**src/rtl/mcpu_gen_if.sv**
```systemverilog
// Memory-side bus of the mcpu_gen core: single-port read/write memory with a ready handshake.
// The core drives the master modport; a memory model or arbiter drives the slave modport.
interface mcpu_gen_if #(
    parameter int unsigned DW = 8
);
    localparam int unsigned AW = DW - 2;

    logic          mem_rdy;
    logic [DW-1:0] din;
    logic [AW-1:0] addr;
    logic [DW-1:0] dout;
    logic          re;
    logic          we;
    logic          halted;

    modport master (
        input  mem_rdy,
        input  din,
        output addr,
        output dout,
        output re,
        output we,
        output halted
    );

    modport slave (
        output mem_rdy,
        output din,
        input  addr,
        input  dout,
        input  re,
        input  we,
        input  halted
    );
endinterface

```
**src/rtl/mcpu_gen.sv**
```systemverilog
// Minimal accumulator CPU (NOR/ADD/STA/JCC) with a ready-stretched memory bus.
// Optional HALT-on-self-jump behaviour is enabled by defining MCPU_GEN_HALT_EN.
module mcpu_gen #(
    parameter int unsigned DW = 8
) (
    input  logic        clk,
    input  logic        rst,
    mcpu_gen_if.master  bus
);
    localparam int unsigned AW = DW - 2;

    localparam logic [1:0] OpNor = 2'b00;
    localparam logic [1:0] OpAdd = 2'b01;
    localparam logic [1:0] OpSta = 2'b10;
    localparam logic [1:0] OpJcc = 2'b11;

    typedef enum logic [1:0] {
        StFetch = 2'd0,
        StExec  = 2'd1,
        StJnt   = 2'd2
`ifdef MCPU_GEN_HALT_EN
        ,
        StHalt  = 2'd3
`endif
    } state_e;

    state_e        state_q, state_d;
    logic [DW-1:0] acc_q, acc_d;
    logic          carry_q, carry_d;
    logic [AW-1:0] pc_q, pc_d;
    logic [AW-1:0] adreg_q, adreg_d;
    logic [1:0]    op_q, op_d;

    logic          re_c;
    logic          we_c;
    logic [DW:0]   sum;
    logic [1:0]    din_op;
    logic [AW-1:0] din_opnd;

    assign sum      = {1'b0, acc_q} + {1'b0, bus.din};
    assign din_op   = bus.din[DW-1:DW-2];
    assign din_opnd = bus.din[AW-1:0];

    always_ff @(posedge clk) begin
        if (!rst) begin
            state_q <= StFetch;
            acc_q   <= '0;
            carry_q <= 1'b0;
            pc_q    <= '0;
            adreg_q <= '0;
            op_q    <= OpNor;
        end else begin
            state_q <= state_d;
            acc_q   <= acc_d;
            carry_q <= carry_d;
            pc_q    <= pc_d;
            adreg_q <= adreg_d;
            op_q    <= op_d;
        end
    end

    always_comb begin
        state_d = state_q;
        acc_d   = acc_q;
        carry_d = carry_q;
        pc_d    = pc_q;
        adreg_d = adreg_q;
        op_d    = op_q;
        re_c    = 1'b0;
        we_c    = 1'b0;

        unique case (state_q)
            StFetch: begin
                re_c = 1'b1;
                if (bus.mem_rdy) begin
                    pc_d    = adreg_q + AW'(1);
                    adreg_d = din_opnd;
                    op_d    = din_op;
                    if (din_op != OpJcc) begin
                        state_d = StExec;
                    end else if (carry_q) begin
                        state_d = StJnt;
`ifdef MCPU_GEN_HALT_EN
                    end else if (din_opnd == adreg_q) begin
                        state_d = StHalt;
`endif
                    end else begin
                        // Taken jump: the target is already in adreg, fetch it next.
                        state_d = StFetch;
                    end
                end
            end
            StExec: begin
                re_c = (op_q == OpNor) || (op_q == OpAdd);
                we_c = (op_q == OpSta);
                if (bus.mem_rdy) begin
                    unique case (op_q)
                        OpNor:   acc_d = ~(acc_q | bus.din);
                        OpAdd:   {carry_d, acc_d} = sum;
                        default: ;
                    endcase
                    adreg_d = pc_q;
                    state_d = StFetch;
                end
            end
            StJnt: begin
                // Not-taken jump consumes the carry and resumes at the fall-through pc.
                carry_d = 1'b0;
                adreg_d = pc_q;
                state_d = StFetch;
            end
`ifdef MCPU_GEN_HALT_EN
            StHalt: begin
                state_d = StHalt;
            end
`endif
            default: begin
                state_d = StFetch;
            end
        endcase
    end

    // Strobes and address are forced quiet while reset is held, before the first reset edge.
    assign bus.addr = rst ? adreg_q : '0;
    assign bus.re   = rst & re_c;
    assign bus.we   = rst & we_c;
    assign bus.dout = acc_q;

`ifdef MCPU_GEN_HALT_EN
    assign bus.halted = rst && (state_q == StHalt);
`else
    assign bus.halted = 1'b0;
`endif

    a_strobe_excl: assert property (@(posedge clk) !(bus.re && bus.we));
    a_halt_quiet:  assert property (@(posedge clk) bus.halted |-> !(bus.re || bus.we));

endmodule

```
**src/flat_wrapper.sv**
```systemverilog
// flat-port wrapper written by rule: the top's interface ports become plain ports
module mcpu_gen_flat 
#(
    parameter int unsigned DW = 8
)
  (clk, rst, bus_mem_rdy, bus_din, bus_addr, bus_dout, bus_re, bus_we, bus_halted);
  mcpu_gen_if #(.DW(DW)) bus_i ();
  input  logic clk;
  input  logic rst;
  input wire logic [$bits(bus_i.mem_rdy)-1:0] bus_mem_rdy;
  input wire logic [$bits(bus_i.din)-1:0] bus_din;
  output wire logic [$bits(bus_i.addr)-1:0] bus_addr;
  output wire logic [$bits(bus_i.dout)-1:0] bus_dout;
  output wire logic [$bits(bus_i.re)-1:0] bus_re;
  output wire logic [$bits(bus_i.we)-1:0] bus_we;
  output wire logic [$bits(bus_i.halted)-1:0] bus_halted;
  assign bus_i.mem_rdy = bus_mem_rdy;
  assign bus_i.din = bus_din;
  assign bus_addr = bus_i.addr;
  assign bus_dout = bus_i.dout;
  assign bus_re = bus_i.re;
  assign bus_we = bus_i.we;
  assign bus_halted = bus_i.halted;
  mcpu_gen #(.DW(DW)) u_core (.clk(clk), .rst(rst), .bus(bus_i));
endmodule
```
**config.mk**
```make
export PLATFORM = sky130hd
export DESIGN_NAME = mcpu_gen_flat
export DESIGN_NICKNAME = d
export VERILOG_FILES = /design/src/rtl/mcpu_gen_if.sv /design/src/rtl/mcpu_gen.sv /design/src/flat_wrapper.sv
export SDC_FILE = /design/constraint.sdc
export NUM_CORES = 1
export LEC_CHECK = 0
export ABC_AREA = 1
export ABC_CLOCK_PERIOD_IN_PS = 1520
export CORE_ASPECT_RATIO = 1.5
export CORE_MARGIN = 2
export CORE_UTILIZATION = 48
export DETAILED_ROUTE_END_ITERATION = 12
export GPL_TIMING_DRIVEN = 0
export HOLD_SLACK_MARGIN = 0.05
export PLACE_DENSITY = 0.81
export SLEW_MARGIN = 20
export SYNTH_ARGS = -nofsm -noshare
export SYNTH_HDL_FRONTEND = slang
export SYNTH_SLANG_ARGS = --single-unit
```
**constraint.sdc**
```tcl
create_clock -name clk -period 1.52 [get_ports clk]
set_clock_uncertainty 0.05 [all_clocks]
set_input_delay 0.304 -clock clk [delete_from_list [all_inputs] [get_ports clk]]
set_output_delay 0.304 -clock clk [all_outputs]
set_load 0.05 [all_outputs]
```
======== After elaboration in Yosys (flattened, before gate mapping) ========
Cells that the tools add are included.
storage, ports and cells
  bits in registers ....................... 25
  bits in latches ......................... 0
  RAM bits ................................ 0
  bits in read-only memories .............. 0
  input port bits ......................... 11
  output and inout bits ................... 17
  logic and storage cells ................. 46
  memories kept ........................... 0
operators by class
  $add $sub $neg .......................... 2
  multiply operators ...................... 0
  div/mod/pow operators ................... 0
  $lt $le $gt $ge ......................... 0
  equality and inequality tests ........... 8
  shift-type cells ........................ 0
  mux-type cells .......................... 15
  bitwise logic cells ..................... 4
  reductions and logical operators ........ 11
operator list
  kind                 count
  $mux 6               3
  $pmux 6 s3           1
  $pmux 8 s2           1
  $add 8x8->9          1
  $reduce_and 3->1     3
  $mux 2               4
  $not 8->8            1
  $or 8x8->8           1
  $add 6x1->6 const B  1
  $ne 2x2->1 const B   3
  $eq 2x1->1 const B   2
  $eq 2x2->1 const B   2
  $logic_not 2->1      2
  $pmux 1 s2           2
  $pmux 2 s2           1
  $reduce_and 2->1     2
  $reduce_bool 2->1    2
  $mux 1               3
  $reduce_bool 3->1    1
  $and 1x1->1          2
  $ne 2x1->1 const B   1
  $logic_or 1x1->1     1

======== Depth between registers and ports, before layout ========
Gate-level depths: netlist of the first run.
  depth in word-level cells ............... 4
  mapped depth ............................ 10
  gate-level depth less buffers ........... 10

======== Worst setup path before layout of the first run ========
OpenSTA, ideal clock, no wires.
  path kind ............................... register -> output
  from .................................... reg u_core.state_q[1]
  to ...................................... out bus_we
  data arrival time ....................... 2097 ps
  required time ........................... 1166 ps
  slack ................................... -931 ps
  cell stages (with the launch flop) ...... 5
  path buffers ............................ 0
  path through ............................ dfxtp_1 inv_1 ha_1 inv_1 nor4_1
on the way
  cells in the longest elaborated chain, start to end .. 3
RTL lines
  what                      line                source
  start: declaration        mcpu_gen.sv:27      state_e state_q, state_d;
  start signal: assignment  mcpu_gen.sv:46      state_q <= StFetch;
  start signal: assignment  mcpu_gen.sv:53      state_q <= state_d;
  $eq 2x1->1                mcpu_gen.sv:72      unique case (state_q)
  $mux 1                    mcpu_gen.sv:72
  $and 1x1->1               mcpu_gen.sv:126     assign bus.we = rst & we_c;
  end: declaration          flat_wrapper.sv:15  output wire logic [$bits(bus_i.we)-1:0] bus_we;
No other way between the ends.

======== Worst setup path after layout of the first run ========
Ends and elaborated chain as after synthesis.

==> results by group, run 1 <==
Die
  – Area of the core: 3610 um^2
  – Area enclosed by the die boundary: 4210 um^2
  – Cell Rows: 27
  – I/O pin cnt: 28
  – Vertical die dimension: 78.5 um
  – Starting Density: 49.1%
  – Die width: 53.7 um

Timing
  – Period utilisation layout: 105%
  – Minimum setup slack in the final design: -0.0717 ns
  – RSZ-0062 raised after global routing: true
  – Number of pins with negative max-slew slack in the final report: 0
  – Peak clock frequency supported by timing: 0.628 GHz
  – Endpoints failing setup: 5
  – Final count of hold timing violations: 0
  – Clock period minus final worst setup slack: 1.59 ns

Setup path
  – Category of the critical setup timing path: reg -> out
  – Data required, critical path: 1.17 ns
  – Largest delay contributor family on the critical path: flip-flops
  – Data arrival, critical path: 1.24 ns
  – Worst Setup End Kind: output port
  – Crit path largest cell delay: 0.35 ns
  – Crit-path max FO: 3
  – Kind of start point of the critical path: flip-flop
  – Cell with the biggest individual delay on the critical path: sky130_fd_sc_hd__dfxtp_2
  – Sum of buffers and inverters on the critical path: 3
  – List of cells traversed by the critical path: inv_4 -> ha_4 -> inv_2 -> nor4_4 -> buf_6

Detailed routing
  – Number of vias per cell after detailed routing: 5.23
  – Post-route DRC violation count: 0
  – Post-DR wirelength/cell: 13.1 um
  – Wirelength, routed: 4340 um
  – First-pass iteration count of the detailed router: 4
  – Number of nets with antenna violations after detailed routing: 0
  – Vias: 1,738
  – Initial DRC Count: 45

Synthesis
  – Synth async-reset ratio: 0%
  – Multiplexer fraction of the synthesized cell area: 0%
  – Mean area per synthesized cell: 7.05 um^2
  – Library cell with the highest instance count after synthesis: sky130_fd_sc_hd__nand2_1
  – Number of instances in the synthesized netlist: 252
  – Commonest register cell after synthesis: sky130_fd_sc_hd__dfxtp_1
  – Synthesized-area fraction occupied by xor and xnor cells: 1.97%
  – Post-synth design cell area: 1780 um^2
  – Number of enable-type register cells in the synthesized netlist: 0
  – Number of synthesized register bits: 25
  – Sequential fraction of the synthesis area: 28.2%
  – Synth Net Count: 284
  – Adder-cell share of the synthesized area: 15.2%
  – Simple logic cell fraction of the synthesized area: 22.4%
  – Cell type with the largest total area after synthesis: sky130_fd_sc_hd__dfxtp_1
  – Commonest cells in the synthesized netlist: sky130_fd_sc_hd__nand2_1, sky130_fd_sc_hd__inv_1, sky130_fd_sc_hd__a21oi_1, sky130_fd_sc_hd__dfxtp_1, sky130_fd_sc_hd__ha_1
  – Main combinational cell family by area after synthesis: simple AND/OR/NAND/NOR gates
  – Synth unique cells: 35
  – Fraction of post-synthesis cell area in the top cell type by area: 28.2%
  – Yosys warning count: 0
  – Synthesized-area fraction occupied by ao, oa, aoi and oai cells: 19.4%
  – Ranking of synthesized cells by area: sky130_fd_sc_hd__dfxtp_1, sky130_fd_sc_hd__ha_1, sky130_fd_sc_hd__a21oi_1, sky130_fd_sc_hd__nand2_1, sky130_fd_sc_hd__inv_1

Placement
  – Worst setup timing slack at the placement stage: -1.13 ns
  – Port Buffer Count: 26
  – Detailed placement HPWL: 3090 um
  – Final estimated routing congestion in global placement: 0.818
  – Cell Area, Placed: 2200 um^2

GRT
  – Global-route usage over all layers: 21.3%
  – Pin count of the biggest net entering global routing: 16
  – Antenna violations before repair: 0
  – Via count of the first global-routing pass: 1,516
  – Wire length of the first global-routing pass: 6630 um
  – Aggregate global routing overflow: 0

Pwr
  – Power density relative to cell area: 713 nW/um^2
  – LEAKAGE: 1.08 nW
  – VDD IR-drop max: 0.673 mV

Clock tree
  – Number of H-tree branching levels: 1
  – Number of buffers on the longest clock path: 2
  – Number of buffers added by the clock tree synthesis step: 3
  – Cell at the root of the clock tree: sky130_fd_sc_hd__clkbuf_8
  – TritonCTS clock tree: built
  – Worst-path clk slew: 0.09 ns
  – Total number of clock tree sinks: 25
  – Clock Latency Late Sink: 0.28 ns

Final layout
  – # nets final: 322
  – Final antenna diode count: 0
  – Layout filler cell count: 297
  – Summed area of non-filler cells in the final layout: 2370 um^2
  – Total area of sequential cells: 533 um^2
  – Layout area overhead: 33.5%
  – Multi-input logic area: 1230 um^2
  – Share of cells above drive strength 1: 34.6%

Status
  – Run status: finished, violations left
  – Failing checks: negative setup slack

Job
  – Max-cap check violation count: 0

Min path
  – Worst min path class: in -> reg
layout by cell type (no fill, tap or decap), types with 2 or more instances in the layout:
cell type,count
sky130_fd_sc_hd__buf_2,2
sky130_fd_sc_hd__ha_1,11
sky130_fd_sc_hd__dfxtp_2,2
sky130_fd_sc_hd__clkdlybuf4s15_2,2
sky130_fd_sc_hd__o21ai_1,9
sky130_fd_sc_hd__inv_2,19
sky130_fd_sc_hd__buf_6,4
sky130_fd_sc_hd__nand3_1,10
sky130_fd_sc_hd__nor2_1,19
sky130_fd_sc_hd__o21ai_0,9
sky130_fd_sc_hd__ha_4,9
sky130_fd_sc_hd__inv_1,26
sky130_fd_sc_hd__clkbuf_8,4
sky130_fd_sc_hd__inv_4,2
sky130_fd_sc_hd__nand3_2,2
sky130_fd_sc_hd__dlygate4sd2_1,7
sky130_fd_sc_hd__clkdlybuf4s50_1,2
sky130_fd_sc_hd__a21oi_1,28
sky130_fd_sc_hd__nand2_1,37
sky130_fd_sc_hd__xnor2_1,3
sky130_fd_sc_hd__o211ai_1,3
sky130_fd_sc_hd__clkbuf_2,6
sky130_fd_sc_hd__nand4_1,2
sky130_fd_sc_hd__nand3b_1,3
sky130_fd_sc_hd__dfxtp_4,8
sky130_fd_sc_hd__buf_4,15
sky130_fd_sc_hd__dfxtp_1,15
sky130_fd_sc_hd__nand2_2,7
sky130_fd_sc_hd__a21oi_2,7
per-stage QoR:
| stage | power [mW] | TNS, ns | hold slack [ns] | util, % | instances |
|---|---|---|---|---|---|
| global route | 1.78 | -0.756 | 0.433 | 65.6 | 332 |
| finish | 1.69 | -0.201 | 0.417 | 65.6 | 332 |
| floorplan | 1.09 | -0.119 | 0.382 | - | 252 |
| CTS | 1.66 | -0.508 | 0.389 | 63.7 | 327 |
| global placement | 1.22 | -13.30 | 0.424 | 61.0 | 321 |
| detailed placement | 1.23 | -13.72 | 0.437 | 61.0 | 321 |
per-layer routing:
metal | global-route usage [%] | share of wire, % | up-vias
li1 | - | - | 886
met1 | 24.0 | 41 | 807
met2 | 38.0 | 54 | 38
met3 | 2.85 | 2.7 | 7
met4 | 9.49 | 2.2 | 0
met5 | 0 | 0 | -
where the power goes:
part | internal [mW] | switching [mW] | leakage (nW)
sequential | 0.691 | 0.0409 | 0.213
clock | 0.187 | 0.243 | 0.0217
combinational | 0.208 | 0.321 | 0.848
flip-flops by register name (all words and copies together) (netlist names):
signal,flops
u_core.state_q,2
u_core.bus.dout,8
u_core.op_q,2
u_core.pc_q,6
u_core.adreg_q,6
u_core.carry_q,1
worst reg2reg max path, delay by kind of cell, from the launching register on:
kind	cells	cell delay (ns)
AO/OA/AOI/OAI	2	0.31
adder cells (fa/ha/maj)	2	0.49
AND/OR/NAND/NOR	3	0.23
buffers and inverters	1	0.03
flip-flops	1	0.37
worst paths after layout:
| kind | depth (start not counted) | end | slack, ns | start |
|---|---|---|---|---|
| setup / recovery | 5 | bus_we | -0.07 | u_core.state_q[1] |
| hold / removal | 3 | u_core.bus.dout[4] | 0.42 | rst |
| setup reg to reg | 8 | u_core.bus.dout[6] | -0.05 | u_core.bus.dout[0] |
| hold reg to reg | 2 | u_core.pc_q[1] | 0.45 | u_core.pc_q[1] |
logic make-up after synthesis:
group,count (synthesis)
and+or+nand+nor,86
xor gates and xnor gates,4
DFF,25
adders and majority gates,21
buffers and inverters,54
AOI/OAI and AO/OA,61
other,1
what timing repair did:
item	4_1_cts	5_1_grt
resized for setup	95	23
buffers inserted	3	5
endpoints found under the setup margin	29	16
hold endpoints to repair	0	0
cloned	0	0
pin swaps	7	24
hold buffers	0	0
area by class of cell:
class,count,share of cell area [%]
well taps,43,2.27
repair buffers,34,11.5
plain buffers,6,2.27
multi-input cells,173,51.8
flip-flops and latches,25,22.5
clock buffers,3,1.74
clock inverters,1,0.317
inverters,47,7.66
(Power assumes the default switching activity.)
==> run 2: changes to the inputs <==
--- a/config.mk
+++ b/config.mk
@@ -13,7 +13,7 @@
 export DETAILED_ROUTE_END_ITERATION = 12
 export GPL_TIMING_DRIVEN = 0
 export HOLD_SLACK_MARGIN = 0.05
-export PLACE_DENSITY = 0.81
+export PLACE_DENSITY = 0.84
 export SLEW_MARGIN = 20
 export SYNTH_ARGS = -nofsm -noshare
 export SYNTH_HDL_FRONTEND = slang
==> run 2 against run 1 <==
Against the previous run: worst hold slack worse by 0.094 ns; the flow still finishes with violations (negative setup slack); largest power group unchanged; count of clock-buffer cells in the layout unchanged; total power fell by 1.6%; first-iteration DRC count rose by 24%; via count down 0.52%; critical path type unchanged; critical path depth unchanged; routed wire length decreased by 0.95%.
==> results by group, run 2 (synthesized netlist as in run 1, its figures left out) <==
Timing
  – Clock period minus final worst setup slack: 1.57 ns (was 1.59 ns)
  – Period utilisation layout: 103% (was 105%)
  – Final count of hold timing violations: 0 (unchanged)
  – Number of pins with negative max-slew slack in the final report: 0 (unchanged)
  – Final sum of negative setup slack: -0.116 ns (was -0.201 ns)
  – Peak clock frequency supported by timing: 0.636 GHz (was 0.628 GHz)
  – RSZ-0062 raised after global routing: true (unchanged)
  – Minimum setup slack in the final design: -0.0524 ns (was -0.0717 ns)
  – Endpoints failing setup: 3 (was 5)

Die
  – Starting Density: 49.1% (unchanged)
  – Cell Rows: 27 (unchanged)
  – Area enclosed by the die boundary: 4210 um^2 (unchanged)
  – Die width: 53.7 um (unchanged)
  – Area of the core: 3610 um^2 (unchanged)
  – I/O pin cnt: 28 (unchanged)
  – Vertical die dimension: 78.5 um (unchanged)

Setup path
  – Worst Setup End Kind: output port (unchanged)
  – Worst Setup EP: bus_we (unchanged)
  – Launch point of the worst path: u_core.state_q[1] (unchanged)
  – Cells on worst reg2reg path: 9 (was 8)
  – Data required, critical path: 1.17 ns (about the same)
  – Kind of start point of the critical path: flip-flop (unchanged)
  – Slack of the worst reg-to-reg path: -0.01 ns (was -0.05 ns)
  – Crit-path max FO: 3 (unchanged)
  – Data arrival, critical path: 1.22 ns (was 1.24 ns)
  – Category of the critical setup timing path: reg -> out (unchanged)
  – Reg-to-reg startpoint: u_core.bus.dout[0] (unchanged)
  – Endpoint of the worst-slack reg-to-reg timing path: u_core.bus.dout[6] (unchanged)

GRT
  – Antenna violations before repair: 0 (unchanged)
  – Pin count of the biggest net entering global routing: 15 (was 16)
  – Global-route usage over all layers: 21.2% (was 21.3%)
  – Wire length of the first global-routing pass: 6710 um (was 6630 um)
  – Via count of the first global-routing pass: 1,629 (was 1,516)
  – Aggregate global routing overflow: 0 (unchanged)

Detailed routing
  – First-pass iteration count of the detailed router: 4 (unchanged)
  – Wirelength, routed: 4300 um (was 4340 um)
  – Post-route DRC violation count: 0 (unchanged)
  – Initial DRC Count: 56 (was 45)
  – Number of nets with antenna violations after detailed routing: 0 (unchanged)
  – Post-DR wirelength/cell: 12.9 um (was 13.1 um)
  – Number of vias per cell after detailed routing: 5.18 (was 5.23)
  – Vias: 1,729 (was 1,738)

Final layout
  – Share of cells above drive strength 1: 33.3% (was 34.6%)
  – Layout filler cell count: 298 (was 297)
  – Non-filler instance count after layout: 334 (was 332)
  – Commonest cells after routing, fill and taps aside: sky130_fd_sc_hd__nand2_1, sky130_fd_sc_hd__a21oi_1, sky130_fd_sc_hd__inv_1, sky130_fd_sc_hd__nor2_1 (was sky130_fd_sc_hd__nand2_1, sky130_fd_sc_hd__a21oi_1, sky130_fd_sc_hd__inv_1, sky130_fd_sc_hd__inv_2, sky130_fd_sc_hd__nor2_1)
  – Layout area overhead: 35.4% (was 33.5%)
  – Final antenna diode count: 0 (unchanged)
  – # nets final: 324 (was 322)
  – Max reg flops: 8 (unchanged)
  – Most frequent standard cell in the layout excluding fill and tap cells: sky130_fd_sc_hd__nand2_1 (unchanged)

Clock tree
  – Clock Latency Late Sink: 0.27 ns (was 0.28 ns)
  – Number of buffers added by the clock tree synthesis step: 3 (unchanged)
  – TritonCTS clock tree: built (unchanged)
  – # hold bufs at CTS: 0 (unchanged)
  – Total number of clock tree sinks: 25 (unchanged)
  – Cell at the root of the clock tree: sky130_fd_sc_hd__clkbuf_8 (unchanged)
  – Number of H-tree branching levels: 1 (unchanged)
  – Number of buffers on the longest clock path: 2 (unchanged)
  – Worst-path clk slew: 0.09 ns (about the same)

Min path
  – Startpoint of the lowest-slack hold path: rst (unchanged)
  – Worst min path class: in -> reg (unchanged)

Placement
  – Final estimated routing congestion in global placement: 0.855 (was 0.818)
  – Detailed placement HPWL: 3180 um (was 3090 um)
  – Total placed cells including tap cells: 321 (unchanged)
  – Port Buffer Count: 26 (unchanged)

Status
  – Failing checks: negative setup slack (unchanged)
  – Run status: finished, violations left (unchanged)

Pwr
  – Power density relative to cell area: 692 nW/um^2 (was 713 nW/um^2)
  – LEAKAGE: 1.11 nW (was 1.08 nW)
  – VDD IR-drop max: 0.685 mV (was 0.673 mV)

Job
  – Max-cap check violation count: 0 (unchanged)
-- run 2: cell count changes in the layout (fill, tap and decap cells not counted), moves of 2 or more --
cell                              before  now
sky130_fd_sc_hd__buf_4                15   17
sky130_fd_sc_hd__clkbuf_2              6    4
sky130_fd_sc_hd__clkdlybuf4s15_1       1    4
sky130_fd_sc_hd__clkdlybuf4s15_2       2    0
sky130_fd_sc_hd__clkdlybuf4s50_1       2    0
sky130_fd_sc_hd__dlygate4sd2_1         7    9
sky130_fd_sc_hd__inv_2                19   17
sky130_fd_sc_hd__inv_4                 2    4
sky130_fd_sc_hd__nand2_1              37   39
sky130_fd_sc_hd__nand2_2               7    4
-- run 2: metrics by stage --
step / utilization [%] / instance area, um^2 / hold WS, ns / setup slack [ns] / total power, mW
after floorplan: - / 1890 / 0.382 / -0.0624 / 1.09
after global placement: 61.0 / 2200 / 0.414 / -1.05 / 1.22
after detailed placement: 61.0 / 2200 / 0.441 / -1.09 / 1.23
after CTS: 64.5 / 2330 / 0.456 / -0.0946 / 1.64
after global routing: 66.5 / 2400 / 0.357 / -0.107 / 1.75
final: 66.5 / 2400 / 0.324 / -0.0524 / 1.66
-- run 2: layout make-up --
type / count / area (um^2) / area share, %
Inverter: 47 / 186 / 7.76
Clock buffer: 3 / 41.3 / 1.72
Buffer: 6 / 53.8 / 2.24
Tap cell: 43 / 53.8 / 2.24
Multi-Input combinational cell: 173 / 1230 / 51.4
Clock inverter: 1 / 5.00 / 0.208
Sequential cell: 25 / 534 / 22.2
Timing Repair Buffer: 36 / 294 / 12.2
-- run 2: worst max-delay path, cell delays in order (launching register included) --
cell and delay [ns]:
sky130_fd_sc_hd__dfxtp_2 0.34, sky130_fd_sc_hd__inv_4 0.07, sky130_fd_sc_hd__ha_4 0.16, sky130_fd_sc_hd__inv_4 0.04
sky130_fd_sc_hd__nor4_4 0.14, sky130_fd_sc_hd__buf_6 0.19
-- run 2: how the worst min path moves through the flow --
stage / end / slack, ns / cells past startpoint
finish: u_core.op_q[0] / 0.32 / 3
CTS: u_core.state_q[1] / 0.46 / 3
global placement: u_core.pc_q[1] / 0.41 / 2
detailed placement: u_core.bus.dout[5] / 0.44 / 2
floorplan: u_core.bus.dout[4] / 0.38 / 2
global route: u_core.bus.dout[6] / 0.36 / 3
-- run 2: what timing repair did --
| action | CTS | global route |
|---|---|---|
| cloned | 0 | 1 |
| setup buffers | 5 | 4 |
| setup endpoints to repair | 30 | 28 |
| resized for setup | 99 | 22 |
| pin swaps | 9 | 12 |
-- run 2: power breakdown --
group          internal (mW)  total [mW]  switching (mW)
clock network          0.183       0.394           0.210
logic                  0.210       0.537           0.327
registers              0.691       0.733          0.0414
-- run 2: routing by layer --
metal	up-vias	track usage, %	routed length, um
met5	-	0	0
met4	0	9.74	78
met3	8	2.66	135
met2	36	39.5	2310
met1	797	22.1	1770
li1	888	-	-
